[config.mk]
export PLATFORM = sky130hd
export DESIGN_NAME = iter_mdu_flat
export DESIGN_NICKNAME = d
export VERILOG_FILES = /design/src/rtl/iter_mdu_if.sv /design/src/rtl/iter_mdu.sv /design/src/flat_wrapper.sv
export SDC_FILE = /design/constraint.sdc
export NUM_CORES = 1
export LEC_CHECK = 0
export ABC_AREA = 1
export BUFFER_PORTS_ARGS = -buffer_cell sky130_fd_sc_hd__buf_2
export CAP_MARGIN = 10
export CORE_MARGIN = 1.5
export CORE_UTILIZATION = 55
export CTS_CLUSTER_DIAMETER = 100
export DETAILED_ROUTE_END_ITERATION = 6
export PLACE_DENSITY = 0.73
export SLEW_MARGIN = 20
export SYNTH_ARGS = -nofsm -noshare
export SYNTH_HDL_FRONTEND = slang
export SYNTH_SLANG_ARGS = --single-unit
export TNS_END_PERCENT = 30
[constraint.sdc]
create_clock -name clk -period 10 [get_ports clk]
set_input_delay 2 -clock clk [delete_from_list [all_inputs] [get_ports clk]]
set_output_delay 2 -clock clk [all_outputs]
set_load 0.01 [all_outputs]
[src/rtl/iter_mdu_if.sv]
// rtl/iter_mdu_if.sv - request/response bundle for iter_mdu (flush member only with MDU_FLUSH_EN)
interface iter_mdu_if #(
   parameter int XLEN = 32
);
   logic            in_valid;
   logic            in_ready;
   logic [2:0]      op;
   logic [XLEN-1:0] src1;
   logic [XLEN-1:0] src2;
   logic            out_valid;
   logic            out_ready;
   logic [XLEN-1:0] result;
   logic            busy;
`ifdef MDU_FLUSH_EN
   logic            flush;

   modport master (
      output in_valid, op, src1, src2, out_ready, flush,
      input  in_ready, out_valid, result, busy
   );
   modport slave (
      input  in_valid, op, src1, src2, out_ready, flush,
      output in_ready, out_valid, result, busy
   );
`else
   modport master (
      output in_valid, op, src1, src2, out_ready,
      input  in_ready, out_valid, result, busy
   );
   modport slave (
      input  in_valid, op, src1, src2, out_ready,
      output in_ready, out_valid, result, busy
   );
`endif
endinterface

[src/rtl/iter_mdu.sv]
// rtl/iter_mdu.sv - radix-2 iterative RV32M multiply/divide unit; MDU_FLUSH_EN adds a flush input
module iter_mdu #(
   parameter int XLEN = 32
) (
   input  logic       clk,
   input  logic       rst,
   iter_mdu_if.slave  bus
);
   localparam int CW = $clog2(XLEN);
   localparam logic [XLEN-1:0] MIN_NEG = {1'b1, {(XLEN-1){1'b0}}};

   typedef enum logic [2:0] {
      IDLE,
      PREP,
      CALC,
      FIX,
      DONE
   } state_t;

   state_t state;
   state_t state_nx;

   logic [2:0]      op_q;
   logic [XLEN-1:0] a_q;
   logic [XLEN-1:0] b_q;
   logic [XLEN-1:0] opnd;
   logic [XLEN-1:0] acc_hi;
   logic [XLEN-1:0] acc_lo;
   logic [CW-1:0]   cnt;
   logic            neg_a;
   logic            neg_b;
   logic            div_zero;
   logic            div_ovf;
   logic [XLEN-1:0] result_q;

   logic            flush_i;
   logic            accept;
   logic            is_div;
   logic            a_signed;
   logic            b_signed;
   logic            s1;
   logic            s2;
   logic [XLEN-1:0] abs_a;
   logic [XLEN-1:0] abs_b;
   logic [XLEN:0]   mul_sum;
   logic [XLEN:0]   div_shift;
   logic [XLEN:0]   div_diff;
   logic [2*XLEN-1:0] prod;
   logic [2*XLEN-1:0] prod_fix;
   logic [XLEN-1:0] quo_fix;
   logic [XLEN-1:0] rem_fix;
   logic [XLEN-1:0] res_sel;

`ifdef MDU_FLUSH_EN
   assign flush_i = bus.flush;
`else
   assign flush_i = 1'b0;
`endif

   // State register
   always_ff @(posedge clk or posedge rst) begin
      if (rst) begin
         state <= IDLE;
      end else begin
         state <= state_nx;
      end
   end

   // Next-state logic; flush overrides every non-idle state
   always_comb begin
      state_nx = state;
      case (state)
         IDLE: if (accept) state_nx = PREP;
         PREP: state_nx = CALC;
         CALC: if (cnt == '0) state_nx = FIX;
         FIX:  state_nx = DONE;
         DONE: if (bus.out_ready) state_nx = IDLE;
         default: state_nx = IDLE;
      endcase
      if (flush_i && state != IDLE) begin
         state_nx = IDLE;
      end
   end

   // Outputs
   always_comb begin
      bus.in_ready  = (state == IDLE) && !flush_i;
      bus.busy      = (state != IDLE);
      bus.out_valid = (state == DONE);
      bus.result    = result_q;
   end

   assign accept = (state == IDLE) && bus.in_valid && bus.in_ready;

   // Operand decode
   always_comb begin
      is_div   = op_q[2];
      a_signed = (op_q == 3'b001) || (op_q == 3'b010) || (op_q == 3'b100) || (op_q == 3'b110);
      b_signed = (op_q == 3'b001) || (op_q == 3'b100) || (op_q == 3'b110);
      s1       = a_signed && a_q[XLEN-1];
      s2       = b_signed && b_q[XLEN-1];
      abs_a    = s1 ? -a_q : a_q;
      abs_b    = s2 ? -b_q : b_q;
   end

   // One iteration step: shift-add for multiply, restoring subtract for divide
   always_comb begin
      mul_sum   = {1'b0, acc_hi} + ({1'b0, opnd} & {(XLEN+1){acc_lo[0]}});
      div_shift = {acc_hi, acc_lo[XLEN-1]};
      div_diff  = div_shift - {1'b0, opnd};
   end

   // Sign correction and output selection
   always_comb begin
      prod     = {acc_hi, acc_lo};
      prod_fix = (neg_a ^ neg_b) ? -prod : prod;
      quo_fix  = (neg_a ^ neg_b) ? -acc_lo : acc_lo;
      rem_fix  = neg_a ? -acc_hi : acc_hi;
      res_sel  = '0;
      case (op_q)
         3'b000: res_sel = prod_fix[XLEN-1:0];
         3'b001,
         3'b010,
         3'b011: res_sel = prod_fix[2*XLEN-1:XLEN];
         3'b100,
         3'b101: begin
            if (div_zero)     res_sel = '1;
            else if (div_ovf) res_sel = MIN_NEG;
            else              res_sel = quo_fix;
         end
         default: begin
            if (div_zero)     res_sel = a_q;
            else if (div_ovf) res_sel = '0;
            else              res_sel = rem_fix;
         end
      endcase
   end

   // Datapath registers
   always_ff @(posedge clk or posedge rst) begin
      if (rst) begin
         op_q     <= '0;
         a_q      <= '0;
         b_q      <= '0;
         opnd     <= '0;
         acc_hi   <= '0;
         acc_lo   <= '0;
         cnt      <= '0;
         neg_a    <= 1'b0;
         neg_b    <= 1'b0;
         div_zero <= 1'b0;
         div_ovf  <= 1'b0;
         result_q <= '0;
      end else begin
         if (accept) begin
            op_q <= bus.op;
            a_q  <= bus.src1;
            b_q  <= bus.src2;
         end
         if (state == PREP) begin
            neg_a    <= s1;
            neg_b    <= s2;
            acc_hi   <= '0;
            // Divide iterates the dividend through acc_lo; multiply iterates the multiplier
            acc_lo   <= is_div ? abs_a : abs_b;
            opnd     <= is_div ? abs_b : abs_a;
            div_zero <= (b_q == '0);
            div_ovf  <= ((op_q == 3'b100) || (op_q == 3'b110)) && (a_q == MIN_NEG) && (b_q == '1);
            cnt      <= CW'(XLEN - 1);
         end
         if (state == CALC && !flush_i) begin
            if (cnt != '0) begin
               cnt <= cnt - CW'(1);
            end
            if (is_div) begin
               if (!div_diff[XLEN]) begin
                  acc_hi <= div_diff[XLEN-1:0];
                  acc_lo <= {acc_lo[XLEN-2:0], 1'b1};
               end else begin
                  acc_hi <= div_shift[XLEN-1:0];
                  acc_lo <= {acc_lo[XLEN-2:0], 1'b0};
               end
            end else begin
               acc_hi <= mul_sum[XLEN:1];
               acc_lo <= {mul_sum[0], acc_lo[XLEN-1:1]};
            end
         end
         if (state == FIX && !flush_i) begin
            result_q <= res_sel;
         end
      end
   end
endmodule
[src/flat_wrapper.sv]
// flat-port wrapper written by rule: the top's interface ports become plain ports
module iter_mdu_flat 
#(
   parameter int XLEN = 32
)
  (clk, rst, bus_in_valid, bus_op, bus_src1, bus_src2, bus_out_ready, bus_in_ready, bus_out_valid, bus_result, bus_busy);
  iter_mdu_if #(.XLEN(XLEN)) bus_i ();
  input  logic clk;
  input  logic rst;
  input wire logic [$bits(bus_i.in_valid)-1:0] bus_in_valid;
  input wire logic [$bits(bus_i.op)-1:0] bus_op;
  input wire logic [$bits(bus_i.src1)-1:0] bus_src1;
  input wire logic [$bits(bus_i.src2)-1:0] bus_src2;
  input wire logic [$bits(bus_i.out_ready)-1:0] bus_out_ready;
  output wire logic [$bits(bus_i.in_ready)-1:0] bus_in_ready;
  output wire logic [$bits(bus_i.out_valid)-1:0] bus_out_valid;
  output wire logic [$bits(bus_i.result)-1:0] bus_result;
  output wire logic [$bits(bus_i.busy)-1:0] bus_busy;
  assign bus_i.in_valid = bus_in_valid;
  assign bus_i.op = bus_op;
  assign bus_i.src1 = bus_src1;
  assign bus_i.src2 = bus_src2;
  assign bus_i.out_ready = bus_out_ready;
  assign bus_in_ready = bus_i.in_ready;
  assign bus_out_valid = bus_i.out_valid;
  assign bus_result = bus_i.result;
  assign bus_busy = bus_i.busy;
  iter_mdu #(.XLEN(XLEN)) u_core (.clk(clk), .rst(rst), .bus(bus_i));
endmodule
==> results.md, run 1 <==
* Post-synth top area share at 25.9%
* Post-layout util at 60.3%
* Final min period at between 3 and 4 ns
* First-pass GRT wire length at roughly 130000 µm
* PortBufs at 105
* Core area at 0.0357 mm²
* Final ANT Viol Nets at 0
* Die Span X at between 150 and 200 µm
* DRT Wirelength at 83800 µm
* Reg-to-Reg End: u_core.acc_lo[3]
* Avg Cell Area, Syn at roughly 6.0 µm²
* Die Ht at 194 µm
* Max incr delay on CP at 0.43 ns
* CP startpoint kind: flop
* Min-Delay Path Depth at 2
* Layout cell share with drive strength beyond 1 at 8.14%
* Synth Net Count at 3470
* Highest metal used: met5
* Failing checks: design-rule violations
* Placed Cells at approximately 3800
* H-tree levels at 1
* Metal2 WL at 34300 µm
* Final hold viol count at 0
* Worst r2r src: u_core.op_q[2]
* CTS Sinks at approximately 210
* CP cell instances: nor2_1, inv_1, nor2_1, inv_1, buf_2
* Clock skew at 0.0168 ns
* Vias in the first global route at 21200
* Post-synth cell types at 50
* Die area at ~0.037 mm²
* Global Route Usage Sum at 43.8%
* Vias per cell at between 6 and 7
* RSZ-0062 raised after global routing: false
* R2r setup slk at about 6.4 ns
* Register area share after synthesis at approximately 26%
* Dpl hpwl at 64900 µm
* Clk Latency, worst-skew pair at 0.58 ns
* Vias at 23300
* PostCTS Resize Cnt at 0
* Initial core utilization at 56.0%
* Cts hold-fix bufs at 0
* CTS tree: built
* Leakage power at 11.2 nW
* Relative slew margins at 31.6%
* Clock root cell: clkbuf_16
* Pwr dens at about 410 mW/mm²
* Antenna diodes at 0
* Critical path class: reg2out
* Max Fanout on Critical Path at 4
* Status: complete, but fails checks
* Yosys top cell by area: dfrtp_1
* Met3 wire len at 10900 µm
* Peak supply drop at 0.000279 V
* Net count, final at approximately 3500
* Drt wl/cell at ~22 µm
* # setup viols final at 0
* Row cnt at 69
* Worst path required time at 8.00 ns
* Largest net degree at the start of global routing at 102
* FMAX at 0.267 GHz
* Critical Path AT at 1.74 ns
* CP endpoint kind: output pin
* Routed metal-1 wirelength at 33300 µm
* Max_cap viols at 0
* Fin crit share at 37.4%
* Fin cells at 3839
* Mapped Cells at 3327
* Area growth syn-to-layout at 7.75%
* Final GP Congestion at between 1 and 1.5
* Worst min path class: reg2reg
* Total grt overflow at 0
* Warnings from Yosys at 0
* Hold wc startpoint: u_core.bus.result[20]
* FILL cells at around 3600
* Synth top area cells: dfrtp_1 (26%), nand2_1 (19%), nand3_1 (9.1%)
* Overall Power at 0.00892 W
* Hold path endpoint: u_core.bus.result[20]
* Total CTS buffers at 25
* Fin. max-slew vios at 0
* CTS Buffer Depth at 3
* IO Count at 106
* Residual DRC at 2
* Setup TNS Final at 0 ns
* Clk slew on worst S/H paths at around 0.06 ns
* Initial antenna violation count at 3
* Detailed Route Iter0 Violations at 3255
* Post-CTS setup buffer count at 0
* Actual slew at the worst max-slew pin at between 1 and 1.5 ns
* Cell area after synthesis at 0.0200 mm²
* Worst Hold Slack at 0.469 ns
* Seq cells post-synth at 207
* TritonRoute pass-1 iters at 7
* Slowest cell on the critical path: dfrtp_1
* Reg2Reg Depth at 9
## cell usage in the layout, fill, tap and decap left out, drive strengths merged, types with 3 or more instances in the layout
master / Yosys / layout
clkbuf: 77 / 34
xor2: 49 / 49
nor2: 373 / 373
clkinv: 0 / 4
buf: 45 / 127
and2: 6 / 6
o22ai: 13 / 13
nand4: 44 / 44
a31oi: 8 / 8
mux2: 18 / 18
nor4: 7 / 7
clkinvlp: 0 / 4
nor3: 37 / 37
o221ai: 8 / 8
xnor2: 14 / 14
nand3: 367 / 367
or2: 13 / 13
o211ai: 57 / 57
ha: 70 / 70
inv: 456 / 457
nand3b: 11 / 11
o21ai: 177 / 177
nand2: 1022 / 1022
dfrtp: 207 / 207
a21oi: 227 / 227
o21bai: 10 / 10
bufinv: 0 / 3
## worst max-delay path: cells and delay by family (launching register included)
family | cells | cell delay (ns)
simple gates | 2 | 0.38
flops | 1 | 0.43
buf+inv | 3 | 0.35
## logic make-up (layout without fill, tap and decap cells)
family	count (synthesis)	in the layout	share of synthesized area, %
xor+xnor	63	63	2.76
buf+inv	578	629	11.6
fa+ha+maj	72	72	4.59
mux	18	18	1.02
flops	207	207	25.9
simple gates	1880	1880	40.0
compound gates	509	509	14.0
## routing by layer
metal	vias to the layer above	GRT usage, %
met3	309	10.7
met2	1565	64.6
met1	10600	59.3
li1	10800	-
met5	-	0
met4	4	22.8
## cell type report
class	count	area [µm²]	share of cell area [%]
multi-input cells	2542	12500	58.1
clock buffers	34	679	3.16
repair buffers	127	691	3.21
well taps	461	577	2.68
inverters	456	1720	8.00
clock inverters	12	164	0.762
flip-flops and latches	207	5180	24.1
## how the worst max path moves through the flow
stage	depth (start not counted)	endpoint	from	slack, ns
finish	5	bus_busy	u_core.state[2]	6.26
global route	5	bus_busy	u_core.state[2]	6.17
CTS	5	bus_busy	u_core.state[2]	6.24
detailed placement	3	u_core.op_q[2]	rst	6.35
global placement	3	u_core.op_q[2]	rst	6.42
floorplan	1	u_core.a_q[0]	rst	2.35
## synthesized netlist by cell type (all sizes together)
cell and count:
a21o 2, mux2 18, inv 456, o21ai 177
nor4 7, fa 2, nand3 367, nand2 1022
clkbuf 77, nor2 373, a22oi 1, buf 45
and2 6, a21oi 227, ha 70, o21bai 10
o31ai 1, a31oi 8, xnor2 14, o2111a 1
o22ai 13, o221ai 8, a32oi 1, nor3 37
o211ai 57, nand3b 11, o21a 2, o32ai 1
or2 13, nand4 44, dfrtp 207, xor2 49
## through the flow
step | worst slack (ns) | cell area [µm²]
finish | 6.26 | 21500
global route | 6.17 | 21500
CTS | 6.24 | 21500
detailed placement | 6.35 | 20700
global placement | 6.42 | 20700
floorplan | 2.35 | 20000
## flip-flops by register name, summed over array words and instances, names as in the netlist
signal             cells
u_core.neg_b           1
u_core.opnd           32
u_core.bus.result     32
u_core.state           3
u_core.div_ovf         1
u_core.op_q            3
u_core.cnt             5
u_core.b_q            32
u_core.neg_a           1
u_core.acc_hi         32
u_core.acc_lo         32
u_core.div_zero        1
u_core.a_q            32
## power by group
group | internal, W | total [W] | switching, W
Clock | 0.000558 | 0.000967 | 0.000409
Combinational | 0.00177 | 0.00605 | 0.00428
Sequential | 0.00123 | 0.00190 | 0.000671
Total | 0.00356 | 0.00892 | 0.00536
No activity file was read; power rests on OpenSTA's default activity.
==> run 2: changes to the inputs <==
- clock period: 10 -> 3.5 ns (I/O delays scaled with it)
==> results.md, run 2 (same netlist as run 1, synthesis figures left out) <==
* Leakage power at 11.4 nW
* Cts hold-fix bufs at 0
* Total grt overflow at 0
* Relative slew margins at 36.9%
* Post-CTS setup buffer count at 0
* TritonRoute pass-1 iters at 7
* Worst path required time at 3.98 ns
* Layout cell share with drive strength beyond 1 at just over 9%
* Clk Latency, worst-skew pair at 0.59 ns
* Initial core utilization at a little under three fifths
* Failing checks: design-rule violations
* Crit path top cell by count: nand2_1
* CTS Buffer Depth at 3
* Multi-input gate area at 0.0125 mm²
* CP startpoint kind: flop
* FMAX at 0.337 GHz
* PostCTS Resize Cnt at 0
* CP endpoint kind: flop
* Most common cell after layout, fill and taps aside: nand2_1
* FILL cells at 3488
* Final GP Congestion at 1.06
* Row cnt at 69
* Area of placed instances at 0.0210 mm²
* Area growth syn-to-layout at 9.51%
* Final hold viol count at 0
* Overall Power at 0.0258 W
* Worst r2r src: u_core.acc_lo[0]
* Global Route Usage Sum at 44.7%
* Max incr delay on CP at 0.41 ns
* CP cell instances: buf_4, nand2_1, inv_1, ha_1, inv_1, fa_1, o21ai_1, nand2_1, nand2_1, nand2_1, nand2_1, nand3_1, nand3_1, nand2_1, nor2_1, nor2_1, nand2_1, nand2_1
* Actual slew at the worst max-slew pin at 0.945 ns
* RSZ-0062 raised after global routing: false
* Critical path class: reg2reg
* # setup viols final at 0
* Vias in the first global route at around 22000
* IO Count at 106
* Initial antenna violation count at 1
* First-pass GRT wire length at 128000 µm
* Residual DRC at 3
* Vias per cell at about 6
* Die Span X at roughly 190 µm
* CTS tree: built
* Clk slew on worst S/H paths at 0.07 ns
* Fin. max-slew vios at 0
* Fin crit share at 84.7%
* Post-layout util at between 60 and 70%
* Vias at 23600
* Clock root cell: clkbuf_16
* Max_cap viols at 0
* Antenna diodes at 0
* R2r setup slk at 0.54 ns
* Final ANT Viol Nets at 0
* Slowest cell on the critical path: fa_1
* Peak supply drop at roughly 0.00094 V
* Worst min path class: in2async
* Critical Path AT at around 3.4 ns
* Clock skew at 0.0157 ns
* Net count, final at 3543
* Max Fanout on Critical Path at 18
* Dpl hpwl at 66900 µm
* CTS Sinks at 207
* Largest net degree at the start of global routing at 88
* DRT Wirelength at 85000 µm
* Die area at 0.0375 mm²
* Status: complete, but fails checks
* Core area at 0.0357 mm²
* Total CTS buffers at 26
* Drt wl/cell at 21.9 µm
* Detailed Route Iter0 Violations at 3297
* Reg2Reg Depth at 18
* Reg-to-Reg End: u_core.acc_hi[27]
* Setup TNS Final at 0 ns
* H-tree levels at 1
* Commonest non-fill, non-tap cells in the layout: nand2_1 (991), inv_1 (438), nand3_1 (362)
* PortBufs at 105
* Final Cell Area at ~0.022 mm²
* Register Area at 0.00518 mm²
* Die Ht at slightly below 200 µm
* Final min period at 2.96 ns
* Pwr dens at 1180 mW/mm²
run 2: final cells by class:
cell class | count | share of cell area (%)
clock buffers | 32 | 3.22
clock inverters | 13 | 0.601
inverters | 456 | 7.86
multi-input cells | 2542 | 57.2
flip-flops and latches | 207 | 23.7
well taps | 461 | 2.64
repair buffers | 167 | 4.82
run 2: worst max-delay path, delay by kind of cell (launching register included):
family                   cells  cell delay (ns)
AO/OA/AOI/OAI                1             0.35
adder cells (fa/ha/maj)      2             0.57
flip-flops                   1             0.37
AND/OR/NAND/NOR             12             1.15
buffers and inverters        3             0.40
run 2: worst max path at each step:
stage,startpoint,end
floorplan,rst,u_core.a_q[0]
global placement,u_core.acc_lo[0],u_core.acc_hi[27]
detailed placement,u_core.acc_hi[0],u_core.acc_hi[3]
CTS,u_core.acc_hi[0],u_core.acc_hi[3]
global route,u_core.acc_lo[0],u_core.acc_hi[27]
finish,u_core.acc_lo[0],u_core.acc_hi[27]
run 2: per-stage QoR:
| step | worst slack [ns] | hold slack [ns] | cells |
|---|---|---|---|
| after floorplan | 0.114 | 0.465 | 3327 |
| after global placement | 0.713 | 0.459 | 3833 |
| after detailed placement | 0.608 | 0.459 | 3833 |
| after CTS | 0.598 | 0.331 | 3878 |
| after global routing | 0.353 | 0.351 | 3878 |
| final | 0.536 | 0.321 | 3878 |
run 2: power breakdown:
| part | switching [W] | internal [W] | leakage (nW) |
|---|---|---|---|
| Clock | 0.00118 | 0.00151 | 0.401 |
| Combinational | 0.0128 | 0.00531 | 8.54 |
| Sequential | 0.00147 | 0.00352 | 2.48 |
| Total | 0.0155 | 0.0103 | 11.4 |
run 2: layer usage:
layer,up-vias,GRT usage (%),share of wire (%)
li1,10900,-,-
met1,10900,59.2,39
met2,1546,65.4,40
met3,294,13.6,14
met4,2,23.4,6.6
met5,-,2.43,0.15
